==> src/rtl/h_sync_gen.sv <==
// Horizontal timing decoder for the SN7493 pixel counter chain: settles the ripple count, decodes blank/sync/line-end, closes the line via HRESET.
// Optional ripple filter enabled by defining RIPPLE_SETTLE_EN; otherwise HACC tracks the sampled count every edge.
module h_sync_gen #(
    parameter int unsigned HTOTAL       = 455,
    parameter int unsigned HBLANK_START = 320,
    parameter int unsigned HSYNC_START  = 336,
    parameter int unsigned HSYNC_END    = 368,
    parameter int unsigned SETTLE       = 3
) (
    input  logic       CLK_DRV,
    input  logic       RESET_N,
    input  logic [8:0] H,
    output logic       HRESET,
    output logic       HBLANK,
    output logic       HSYNC,
    output logic       LINE_STB,
    output logic [8:0] HACC
);

    localparam int unsigned H_W = 9;

    localparam logic [H_W-1:0] C_BLANK = H_W'(HBLANK_START);
    localparam logic [H_W-1:0] C_SYNC  = H_W'(HSYNC_START);
    localparam logic [H_W-1:0] C_SEND  = H_W'(HSYNC_END);
    localparam logic [H_W-1:0] C_LAST  = H_W'(HTOTAL - 1);

    localparam logic [2:0] S_ACTIVE    = 3'd0;
    localparam logic [2:0] S_BLANK     = 3'd1;
    localparam logic [2:0] S_SYNC      = 3'd2;
    localparam logic [2:0] S_BACKPORCH = 3'd3;
    localparam logic [2:0] S_RESET     = 3'd4;

    if (!((HBLANK_START <= HSYNC_START) && (HSYNC_START < HSYNC_END) &&
          (HSYNC_END < HTOTAL - 1) && (HTOTAL >= 1) && (HTOTAL - 1 < 512) &&
          (SETTLE >= 1) && (SETTLE <= 7))) begin : g_bad_param
        $error("h_sync_gen: illegal timing parameters");
    end

    logic [H_W-1:0] r_h_q;
    logic [2:0]     r_state;
    logic [2:0]     w_state_nxt;
    logic           r_rst_seen;
    logic           w_leave_rst;

    // Raw sample of the ripple counter outputs.
    always_ff @(posedge CLK_DRV or negedge RESET_N) begin
        if (!RESET_N) begin
            r_h_q <= '0;
        end else begin
            r_h_q <= H;
        end
    end

`ifdef RIPPLE_SETTLE_EN
    localparam int unsigned CNT_W = 3;
    localparam logic [CNT_W-1:0] C_SAT = CNT_W'(SETTLE);
    // Accept fires on the edge the counter would reach SETTLE-1, giving SETTLE edges of latency.
    localparam logic [CNT_W-1:0] C_ACC = (SETTLE >= 2) ? CNT_W'(SETTLE - 2) : '0;

    logic [CNT_W-1:0] r_stab_cnt;
    logic             w_same;
    logic             w_accept;

    assign w_same   = (H == r_h_q);
    assign w_accept = w_same && (r_stab_cnt == C_ACC);

    always_ff @(posedge CLK_DRV or negedge RESET_N) begin
        if (!RESET_N) begin
            r_stab_cnt <= '0;
        end else if (!w_same) begin
            r_stab_cnt <= '0;
        end else if (r_stab_cnt != C_SAT) begin
            r_stab_cnt <= r_stab_cnt + CNT_W'(1);
        end
    end
`endif

    // Accepted count; cleared when the line restarts so ACTIVE never sees a stale end count.
    always_ff @(posedge CLK_DRV or negedge RESET_N) begin
        if (!RESET_N) begin
            HACC <= '0;
        end else if (w_leave_rst) begin
            HACC <= '0;
        end else begin
`ifdef RIPPLE_SETTLE_EN
            if (w_accept) begin
                HACC <= r_h_q;
            end
`else
            HACC <= r_h_q;
`endif
        end
    end

    always_ff @(posedge CLK_DRV or negedge RESET_N) begin
        if (!RESET_N) begin
            r_state <= S_ACTIVE;
        end else begin
            r_state <= w_state_nxt;
        end
    end

    always_comb begin
        w_state_nxt = r_state;
        case (r_state)
            S_ACTIVE:    if (HACC >= C_BLANK) w_state_nxt = S_BLANK;
            S_BLANK:     if (HACC >= C_SYNC)  w_state_nxt = S_SYNC;
            S_SYNC:      if (HACC >= C_SEND)  w_state_nxt = S_BACKPORCH;
            S_BACKPORCH: if (HACC >= C_LAST)  w_state_nxt = S_RESET;
            S_RESET:     if (r_rst_seen && (r_h_q == '0)) w_state_nxt = S_ACTIVE;
            default:     w_state_nxt = S_ACTIVE;
        endcase
    end

    assign w_leave_rst = (r_state == S_RESET) && (w_state_nxt == S_ACTIVE);

    // Set after the first full cycle in RESET, enforcing the two-cycle HRESET minimum.
    always_ff @(posedge CLK_DRV or negedge RESET_N) begin
        if (!RESET_N) begin
            r_rst_seen <= 1'b0;
        end else begin
            r_rst_seen <= (r_state == S_RESET);
        end
    end

    always_ff @(posedge CLK_DRV or negedge RESET_N) begin
        if (!RESET_N) begin
            HBLANK   <= 1'b0;
            HSYNC    <= 1'b0;
            HRESET   <= 1'b0;
            LINE_STB <= 1'b0;
        end else begin
            HBLANK   <= (w_state_nxt != S_ACTIVE);
            HSYNC    <= (w_state_nxt == S_SYNC);
            HRESET   <= (w_state_nxt == S_RESET);
            LINE_STB <= (w_state_nxt == S_RESET) && (r_state != S_RESET);
        end
    end

endmodule

==> config.mk <==
export PLATFORM = sky130hd
export DESIGN_NAME = h_sync_gen
export DESIGN_NICKNAME = d
export VERILOG_FILES = /design/src/rtl/h_sync_gen.sv
export SDC_FILE = /design/constraint.sdc
export NUM_CORES = 1
export LEC_CHECK = 0
export CORE_MARGIN = 2
export CORE_UTILIZATION = 35
export CTS_BUF_LIST = sky130_fd_sc_hd__clkbuf_16
export CTS_CLUSTER_SIZE = 25
export DETAILED_ROUTE_END_ITERATION = 6
export PLACE_DENSITY = 0.64
export RECOVER_POWER = 25
export SLEW_MARGIN = 20
export SYNTH_ARGS = -nofsm -noshare
export SYNTH_HDL_FRONTEND = slang
export SYNTH_SLANG_ARGS = --single-unit
==> constraint.sdc <==
create_clock -name CLK_DRV -period 1.3 [get_ports CLK_DRV]
set_input_delay 0.39 -clock CLK_DRV [delete_from_list [all_inputs] [get_ports CLK_DRV]]
set_output_delay 0.39 -clock CLK_DRV [all_outputs]
set_load 0.1 [all_outputs]
==> Word level (Yosys, flattened, before mapping) <==
Cells that the tools add are included.
{ "word_totals": {"register_bits": 26, "in_bits": 11, "output_inout_bits": 13, "elab_cells": 33} }
{ "op_classes": {"magnitude_cmp": 4, "eq_ne": 7, "mux": 7, "n_reduce_logical": 7} }
{ "op_table": {"columns": ["cell", "count"], "rows": [
  [">= comparator 9 bit, second input constant", 4],
  ["2-to-1 mux 3 bit", 5],
  ["case mux 3 bit (5 select lines)", 1],
  ["== test 3 x 2 -> 1 bit, second input constant", 3],
  ["logical NOT 9 bit", 1],
  ["2-to-1 mux 9 bit", 1],
  ["== test 3 bit, second input constant", 2],
  ["logical NOT 3 bit", 2],
  ["== test 3 x 1 -> 1 bit, second input constant", 1],
  ["logical AND 1 bit", 3],
  ["inequality test 3 bit, second input constant", 1],
  ["nonzero test 3 bit", 1]
]} }

==> Logic depth before layout (Yosys ltp) <==
Gate-level depths: netlist of the first run.
{ "logic_depth": {"ltp_word": 7, "ltp_mapped": 4, "ltp_nobuf": 4} }

==> Least setup slack after synthesis of the first run <==
OpenSTA, ideal clock, no wires.
{ "synth_timing": {"path_type": "register to register", "start": "register HACC[1]", "end": "register HBLANK", "arrival_ps": 1681, "slack_ps": -519, "stages_incl_launch_ff": 5, "n_path_buf": 0, "path_cell_list": "dfrtp_1 a2111oi_4 nor3_1 a21o_1 nand4b_1"} }
{ "synth_via": {"elab_chain_cells": 4, "elab_cells_between_ends": 10, "cone_classes": "order compare (4); mux (5); reduce/logical (1)"} }
{ "synth_rtl": {"columns": ["element", "line", "source"], "rows": [
  ["start, declared", "17", "output logic [8:0] HACC"],
  ["start signal, assigned", "90", "HACC <= r_h_q;"],
  [">= comparator 9 bit, on equally long branches", null, null],
  ["2-to-1 mux 3 bit, on equally long branches", null, null],
  ["case mux 3 bit (5 select lines) (*)", "105", "case (r_state)"],
  ["named net w_state_nxt[2]", "41", "logic [2:0] w_state_nxt;"],
  ["nonzero test 3 bit (*)", "133", "HBLANK <= (w_state_nxt != S_ACTIVE);"],
  ["end signal, assigned", "133", null],
  ["end, declared", "14", "output logic HBLANK,"]
]} }
The timed path passes the listed nets; every way through them passes the cells marked *.

==> Final worst setup path of the first run <==
{ "layout_timing": {"start": "register HACC[2]", "end": "register HBLANK"} }
The elaborated chain is that of the path after synthesis.

==> metrics.cfg, run 1 <==
[grt]
grt_max_degree=27
grt_pass1_vias=542
grt_pass1_wl_mm=2.26
track_usage=0.111
antenna_found_initial=0
grt-ovfl-total=0

[setup_path]
end_kind=flip-flop
r2r_slack_ns=-0.17
path_class=flip-flop to flip-flop
path_cells=a2111oi_4, nor3_2, a21o_1, nand4b_1
crit_path_max_incr_delay_ns=0.48
cp_data_required_time_ns=1.42
crit_arrival_ns=1.58
path_max_fanout=3
startpoint_type=flip-flop
cp_slowest_cell=dfrtp_4

[synthesis]
synth-edff-count=0
synth_nets=74
async_reset_ff_frac=1.00
ys_seq_area_frac=0.736
ys.flop_type=dfrtp_1
ys_warn_count=0
synth_seq_cells=26
netlist_instances=63
syn_area_per_cell_um2=14.0
synth_cell_type_count=21
netlist_area_um2=885

[sta]
hold_violations=0
drv_slew=0
fin_crit_sh=1.13
fin_ws_ns=-0.166
clock.fmax_mhz=682
period_minus_slack_ns=1.47
rsz0062_at_grt=yes
finalSetupTns_ns=-1.18
finClkSkew_ns=0.00351
max-slew-margin-rel=0.723
setup_viol=12
tightest_slew_ns=0.415

[cts]
ctsHtreeMaxLevel=1
cts_tree=built
post_cts_resized=3
clock_latency_ns=0.26
numCtsBuffers=3
cts.sinks=26
clock_path_buffers=2
root_buffer=clkbuf_16
cts_hold_buf=0
post_cts_buffers=0
clk_pin_slew_worst_paths_ns=0.06

[power]
ir_drop_uv=1290
p_leak_uw=0.000651
p_seq_frac=0.379
power_density_nw_per_um2=1820
sw_frac_of_total=0.310
power.net_switching_uw=840
internal-power_uw=1860
clockPowerShare=0.316
p_comb_frac=0.305

[floorplan]
fp.dieH_um=54.3
die_area_um2=2950
core-area_um2=2430
io_pins=24
start_util=0.364
placementRows=18
die_w_um=54.3

[placement]
io_buffers=23
dpl.hpwl_mm=1.09
place_ws_ns=-0.166
place.gp.congestion=0.824

[routing]
drtAntennaViolNets=0
drc=0
first_pass_iters=3
wire_per_inst_um=11.7
drt_iter0_drc=2
vias=564
via_per_inst=4.66
routed_wl_mm=1.41

[cells_and_area]
fillCellCount=182
layout_commonest_cell=dfrtp_1
area_delta_synth_final_pct=68.3
fin_nets=103
antennaDiodeCount=0
drive_gt1_frac=0.429
final_cell_mix=18 x dfrtp_1, 14 x buf_12, 7 x clkdlybuf4s50_1

[hold_path]
hp-class=flip-flop to flip-flop

[run_status]
violations=setup timing
status=finished with violations

[flow_run]
drv_cap=0

[final cells by class]
cell class,count,area (um2),share of cell area
well taps,30,37.5,0.0252
multi-input cells,26,204,0.137
repair buffers,33,459,0.308
inverters,2,7.51,0.00504
clock buffers,3,75.1,0.0504
clock inverters,1,30.0,0.0202
flip-flops and latches,26,676,0.454
[final timing paths]
path | from | end | depth (start not counted)
max | HACC[2] | HBLANK | 4
min | r_h_q[8] | HACC[8] | 0
max reg2reg | HACC[2] | HBLANK | 4
min reg2reg | r_h_q[8] | HACC[8] | 0
max in group asynchronous | RESET_N | HACC[8] | 2
min in group asynchronous | RESET_N | HACC[1] | 2
[logic make-up after synthesis]
kind of cell,share of synthesized area
buffers and inverters,0.0467
flip-flops,0.735
AO/OA/AOI/OAI,0.110
multiplexers,0.0113
AND/OR/NAND/NOR,0.0962
[per-layer routing]
metal / track usage / routed length (um)
met5: 0 / 0
met4: 0.0625 / 19
met3: 0.0164 / 64
met2: 0.195 / 725
met1: 0.129 / 601
[power groups by stage]
stage | Combinational [uW] | Clock (uW) | Sequential, uW
floorplan | 180 | 0 | 1330
global placement | 817 | 0 | 1030
detailed placement | 826 | 0 | 1040
CTS | 832 | 879 | 1020
global route | 876 | 912 | 1040
finish | 826 | 855 | 1020
[through the flow]
step | util | power [uW] | cells | hold slack, ns | instance area (um2)
after floorplan | - | 1510 | 63 | 0.0944 | 915
after global placement | 0.562 | 1850 | 117 | 0.349 | 1370
after detailed placement | 0.562 | 1860 | 117 | 0.362 | 1370
after CTS | 0.610 | 2730 | 121 | 0.376 | 1480
after global routing | 0.612 | 2830 | 121 | 0.384 | 1490
final | 0.612 | 2700 | 121 | 0.375 | 1490
[sequential cells by signal (all words and copies together) (netlist names)]
signal and cells:
r_state 3, r_rst_seen 1, HRESET 1, HBLANK 1, r_h_q 9, HACC 9, HSYNC 1, LINE_STB 1
[critical path, delay by kind of cell (launching register included)]
kind	cells	cell delay, ns
AOI/OAI and AO/OA	2	0.59
DFF	1	0.48
and+or+nand+nor	2	0.25
[synthesized netlist by cell type (2+ instances only)]
master	instances	area, um2
a21o_1	2	15.0
dfrtp_1	26	651
clkbuf_1	9	33.8
nand4b_1	2	17.5
nand4_1	2	12.5
o21ai_0	3	15.0
a21oi_1	2	10.0
inv_1	2	7.51
nor4_1	2	12.5
nor3b_1	2	15.0
(Power assumes the default switching activity.)
==> inputs of run 2 (changes only) <==
--- a/config.mk
+++ b/config.mk
@@ -12,6 +12,7 @@
 export DETAILED_ROUTE_END_ITERATION = 6
 export PLACE_DENSITY = 0.64
 export RECOVER_POWER = 25
+export SETUP_SLACK_MARGIN = 0.2
 export SLEW_MARGIN = 20
 export SYNTH_ARGS = -nofsm -noshare
 export SYNTH_HDL_FRONTEND = slang
==> run 2 against run 1 <==
Effect of this change: the flow still finishes with violations (setup timing); combinational power hardly changed; power is 7.7% lower; setup slack better by 0.012 ns; critical path type unchanged; largest cell class unchanged; largest power group unchanged; highest routed layer unchanged.
==> metrics.cfg, run 2 (same netlist as run 1, synthesis figures left out) <==
[setup_path]
crit_family=compound AO/OA/AOI/OAI gates
crit_path_start=HACC[2]
cp_data_required_time_ns=1.42
end_kind=flip-flop
critPathBufInv=0
path_class=flip-flop to flip-flop
reg2reg_depth=4
r2r-start=HACC[2]
r2r-end=HBLANK
crit_path_max_incr_delay_ns=0.48
r2r_slack_ns=-0.15
crit_arrival_ns=1.57
cp_slowest_cell=dfrtp_4
path_max_fanout=3
path_cells=a2111oi_4, nor3_2, a21o_1, nand4b_1
startpoint_type=flip-flop

[placement]
dpl.hpwl_mm=1.07
io_buffers=23
place.gp.congestion=0.796

[floorplan]
placementRows=18
fp.dieH_um=54.3
io_pins=24
die_w_um=54.3
die_area_um2=2950
start_util=0.364
core-area_um2=2430

[flow_run]
drv_cap=0

[sta]
setup_viol=11
fin_ws_ns=-0.154
max-slew-margin-rel=0.735
drv_slew=0
rsz0062_at_grt=yes
clock.fmax_mhz=688
tightest_slew_ns=0.397
finalSetupTns_ns=-1.06
finClkSkew_ns=0.00282
fin_crit_sh=1.12
period_minus_slack_ns=1.45
hold_violations=0

[cts]
cts.sinks=26
cts_tree=built
clk_pin_slew_worst_paths_ns=0.06
numCtsBuffers=3
clock_path_buffers=2
cts_hold_buf=0
root_buffer=clkbuf_16
ctsHtreeMaxLevel=1
clock_latency_ns=0.25

[power]
power.net_switching_uw=827
p_seq_frac=0.411
p_leak_uw=0.000634
sw_frac_of_total=0.331
power_uw=2500
clockPowerShare=0.258
p_comb_frac=0.331
power_density_nw_per_um2=1700
internal-power_uw=1670
ir_drop_uv=1100

[routing]
drt-met1-wl_um=537
routed_wl_mm=1.35
drt_iter0_drc=1
dr_wl_met3_um=60
wire_per_inst_um=11.2
routed.top_layer=met4
drtAntennaViolNets=0
drc=0
first_pass_iters=3
wl_met2_um=711
via_per_inst=4.63
vias=560

[cells_and_area]
antennaDiodeCount=0
drive_gt1_frac=0.462
final_cell_mix=14 x dfrtp_1, 14 x buf_12, 7 x clkdlybuf4s50_1
fin_nets=103
area_delta_synth_final_pct=66.3
fillCellCount=185
reg_top3=HACC (9), r_h_q (9), r_state (3)
final_util=0.605

[grt]
grt-ovfl-total=0
grt_pass1_vias=524
track_usage=0.113
grt_pass1_wl_mm=2.30
antenna_found_initial=0
grt_max_degree=27

[hold_path]
worst_hold_path.endpoint=HACC[8]
hp-class=flip-flop to flip-flop
min_from=r_h_q[8]
hold_depth=0

[run_status]
status=finished with violations
violations=setup timing

[run 2: routing by layer]
layer | GRT usage | vias up
met5 | 0 | -
met4 | 0.0750 | 0
met3 | 0.0246 | 4
met2 | 0.183 | 18
met1 | 0.135 | 268
li1 | - | 270
[run 2: worst max-delay path by stage]
stage | slack (ns) | depth (start not counted) | end
final | -0.15 | 4 | HBLANK
after global routing | -0.22 | 4 | HBLANK
after CTS | -0.17 | 4 | HBLANK
after detailed placement | -0.15 | 4 | HSYNC
after global placement | -0.11 | 4 | HSYNC
after floorplan | -0.26 | 4 | HBLANK
[run 2: what timing repair did]
action / CTS / global route
setup buffers: 0 / 0
setup endpoints to repair: 20 / 20
gates resized for setup: 4 / 1
hold endpoints to repair: 0 / 0
cloned: 0 / 0
[run 2: final cells by class]
| type | instances | area, um2 | share of cell area |
|---|---|---|---|
| inverter | 2 | 7.51 | 0.00510 |
| timing repair buffer | 33 | 463 | 0.315 |
| tap | 30 | 37.5 | 0.0255 |
| clock buffer | 3 | 75.1 | 0.0510 |
| clock inverter | 1 | 3.75 | 0.00255 |
| multi-input combinational | 26 | 204 | 0.139 |
| sequential | 26 | 681 | 0.463 |
[run 2: stage by stage]
step	hold slack (ns)	cells	setup slack (ns)	cell area (um2)
after floorplan	0.0944	63	-0.260	920
after global placement	0.350	117	-0.115	1370
after detailed placement	0.364	117	-0.153	1370
after CTS	0.377	121	-0.171	1470
after global routing	0.380	121	-0.218	1470
final	0.373	121	-0.154	1470
[run 2: power by group through the flow]
stage / Clock (uW) / Combinational [uW] / Sequential [uW]
after floorplan: 0 / 180 / 1330
after global placement: 0 / 816 / 1030
after detailed placement: 0 / 828 / 1040
after CTS: 668 / 835 / 1030
after global routing: 706 / 871 / 1040
final: 644 / 826 / 1030
==> inputs of run 3 (changes only) <==
--- a/config.mk
+++ b/config.mk
@@ -10,7 +10,7 @@
 export CTS_BUF_LIST = sky130_fd_sc_hd__clkbuf_16
 export CTS_CLUSTER_SIZE = 25
 export DETAILED_ROUTE_END_ITERATION = 6
-export PLACE_DENSITY = 0.64
+export GPL_TIMING_DRIVEN = 0
 export RECOVER_POWER = 25
 export SETUP_SLACK_MARGIN = 0.2
 export SLEW_MARGIN = 20
==> run 3 against run 2 <==
Effect of this change: the run still ends with setup timing left; non-clock buffer count grew 5; setup slack lost 0.018 ns; global-route usage is 0.76 points lower; via count is 2.3% higher; clock skew increased by 0.0011 ns; hold slack worse by 0.15 ns; sequential power hardly changed; sequential share of layout area rose by 0.68 points; register-to-register slack lost 0.02 ns; flip-flop and latch count did not move; power is 2.0% higher; first-iteration DRC count grew to 3.0 times the previous value.
==> metrics.cfg, run 3 (same netlist as run 1, synthesis figures left out) <==
[run_status]
status=finished with violations
violations=setup timing

[floorplan]
io_pins=24
core-area_um2=2430
placementRows=18
die_w_um=54.3
fp.dieH_um=54.3
die_area_um2=2950
start_util=0.364

[grt]
grt_pass1_vias=509
grt-ovfl-total=0
track_usage=0.106
grt_max_degree=27
grt_pass1_wl_mm=2.16
antenna_found_initial=0

[setup_path]
end_kind=flip-flop
r2r-end=HSYNC
startpoint_type=flip-flop
r2r_slack_ns=-0.17
r2r-start=HACC[5]
cp_data_required_time_ns=1.49
path_cells=a2111oi_4, o21ai_1, a21o_1, and3b_1
critPathBufInv=0
path_class=flip-flop to flip-flop
reg2reg_depth=4
path_max_fanout=4
crit_arrival_ns=1.66
cp_slowest_cell=dfrtp_4
crit_path_max_incr_delay_ns=0.50
crit_family=compound AO/OA/AOI/OAI gates

[routing]
wire_per_inst_um=11.5
drt_iter0_drc=3
first_pass_iters=4
vias=573
routed_wl_mm=1.45
drc=0
via_per_inst=4.55
drtAntennaViolNets=0

[sta]
finClkSkew_ns=0.00390
fin_crit_sh=1.13
period_minus_slack_ns=1.47
hold_violations=0
drv_slew=0
rsz0062_at_grt=yes
clock.fmax_mhz=679
setup_viol=11
finalSetupTns_ns=-1.02
max-slew-margin-rel=0.598
tightest_slew_ns=0.604
fin_ws_ns=-0.172

[placement]
dpl.hpwl_mm=1.00
dpl_cell_area_um2=1190
io_buffers=23
place.gp.congestion=0.703

[cts]
ctsHtreeMaxLevel=1
cts_hold_buf=0
cts_tree=built
root_buffer=clkbuf_16
clock_latency_ns=0.26
clock_path_buffers=2
clk_pin_slew_worst_paths_ns=0.06
cts.sinks=26
numCtsBuffers=3

[cells_and_area]
antennaDiodeCount=0
drive_gt1_frac=0.427
final_cell_mix=14 x dfrtp_1, 12 x buf_12, 9 x clkbuf_1
reg_top3=HACC (9), r_h_q (9), r_state (3)
stdcell_area_um2=1450
area_delta_synth_final_pct=63.9
layout_commonest_cell=dfrtp_1
fin_nets=108

[power]
ir_drop_uv=1180
power_density_nw_per_um2=1760
p_leak_uw=0.000618

[flow_run]
drv_cap=0

[hold_path]
hp-class=input pin to asynchronous set/reset pin

[run 3: cell count changes in the layout (fill, tap and decap cells not counted), sizes merged]
cell,delta
clkdlybuf4s50,-2
clkbuf,+8
clkdlybuf4s15,+1
dlygate4sd3,+1
buf,-3
[run 3: per-stage QoR]
step	setup slack [ns]	total power (uW)	hold WS [ns]	util	std cells
3_5_place_dp	-0.655	1700	0.438	0.488	116
2_1_floorplan	-0.260	1510	0.0944	-	63
4_1_cts	-0.179	2490	0.255	0.575	123
6_report	-0.172	2550	0.226	0.596	126
3_3_place_gp	-0.653	1690	0.431	0.488	116
5_1_grt	-0.222	2650	0.279	0.596	126
[run 3: report_power, final]
group	leakage (uW)	switching, uW	internal (uW)
Sequential	0.000299	104	919
Clock	0.0000385	255	411
Combinational	0.000280	508	348
Total	0.000618	867	1680
[run 3: final cells by class]
| class | count | area, um2 |
|---|---|---|
| clock buffer | 3 | 75.1 |
| clock inverter | 1 | 3.75 |
| timing repair buffer | 29 | 398 |
| buffer | 9 | 33.8 |
| fill | 184 | 982 |
| inverter | 2 | 7.51 |
| tap | 30 | 37.5 |
| sequential | 26 | 681 |
| multi-input combinational | 26 | 214 |
[run 3: what timing repair did]
item	CTS	global route
cloned	0	0
setup endpoints to repair	46	20
buffers inserted	3	3
pin swaps	0	2
hold endpoints to repair	0	0
gates resized for setup	117	8
[run 3: worst reg2reg max path, cell delays in order, from the launching register on]
cell and delay (ns):
dfrtp_4 0.50, a2111oi_4 0.40, o21ai_1 0.10, a21o_1 0.19, and3b_1 0.21
[run 3: routing by layer]
metal,vias up,wire length [um],track usage
met1,271,659,0.139
li1,278,-,-
met4,0,44,0.0750
met3,5,66,0.0164
met5,-,0,0
met2,19,680,0.159
[run 3: how the worst max path moves through the flow]
stage | from | end | cells after the start
after floorplan | HACC[2] | HBLANK | 4
after global placement | HACC[8] | HACC[8] | 1
after detailed placement | HACC[8] | HACC[8] | 1
after CTS | HACC[2] | HBLANK | 4
after global routing | HACC[5] | HSYNC | 4
final | HACC[5] | HSYNC | 4
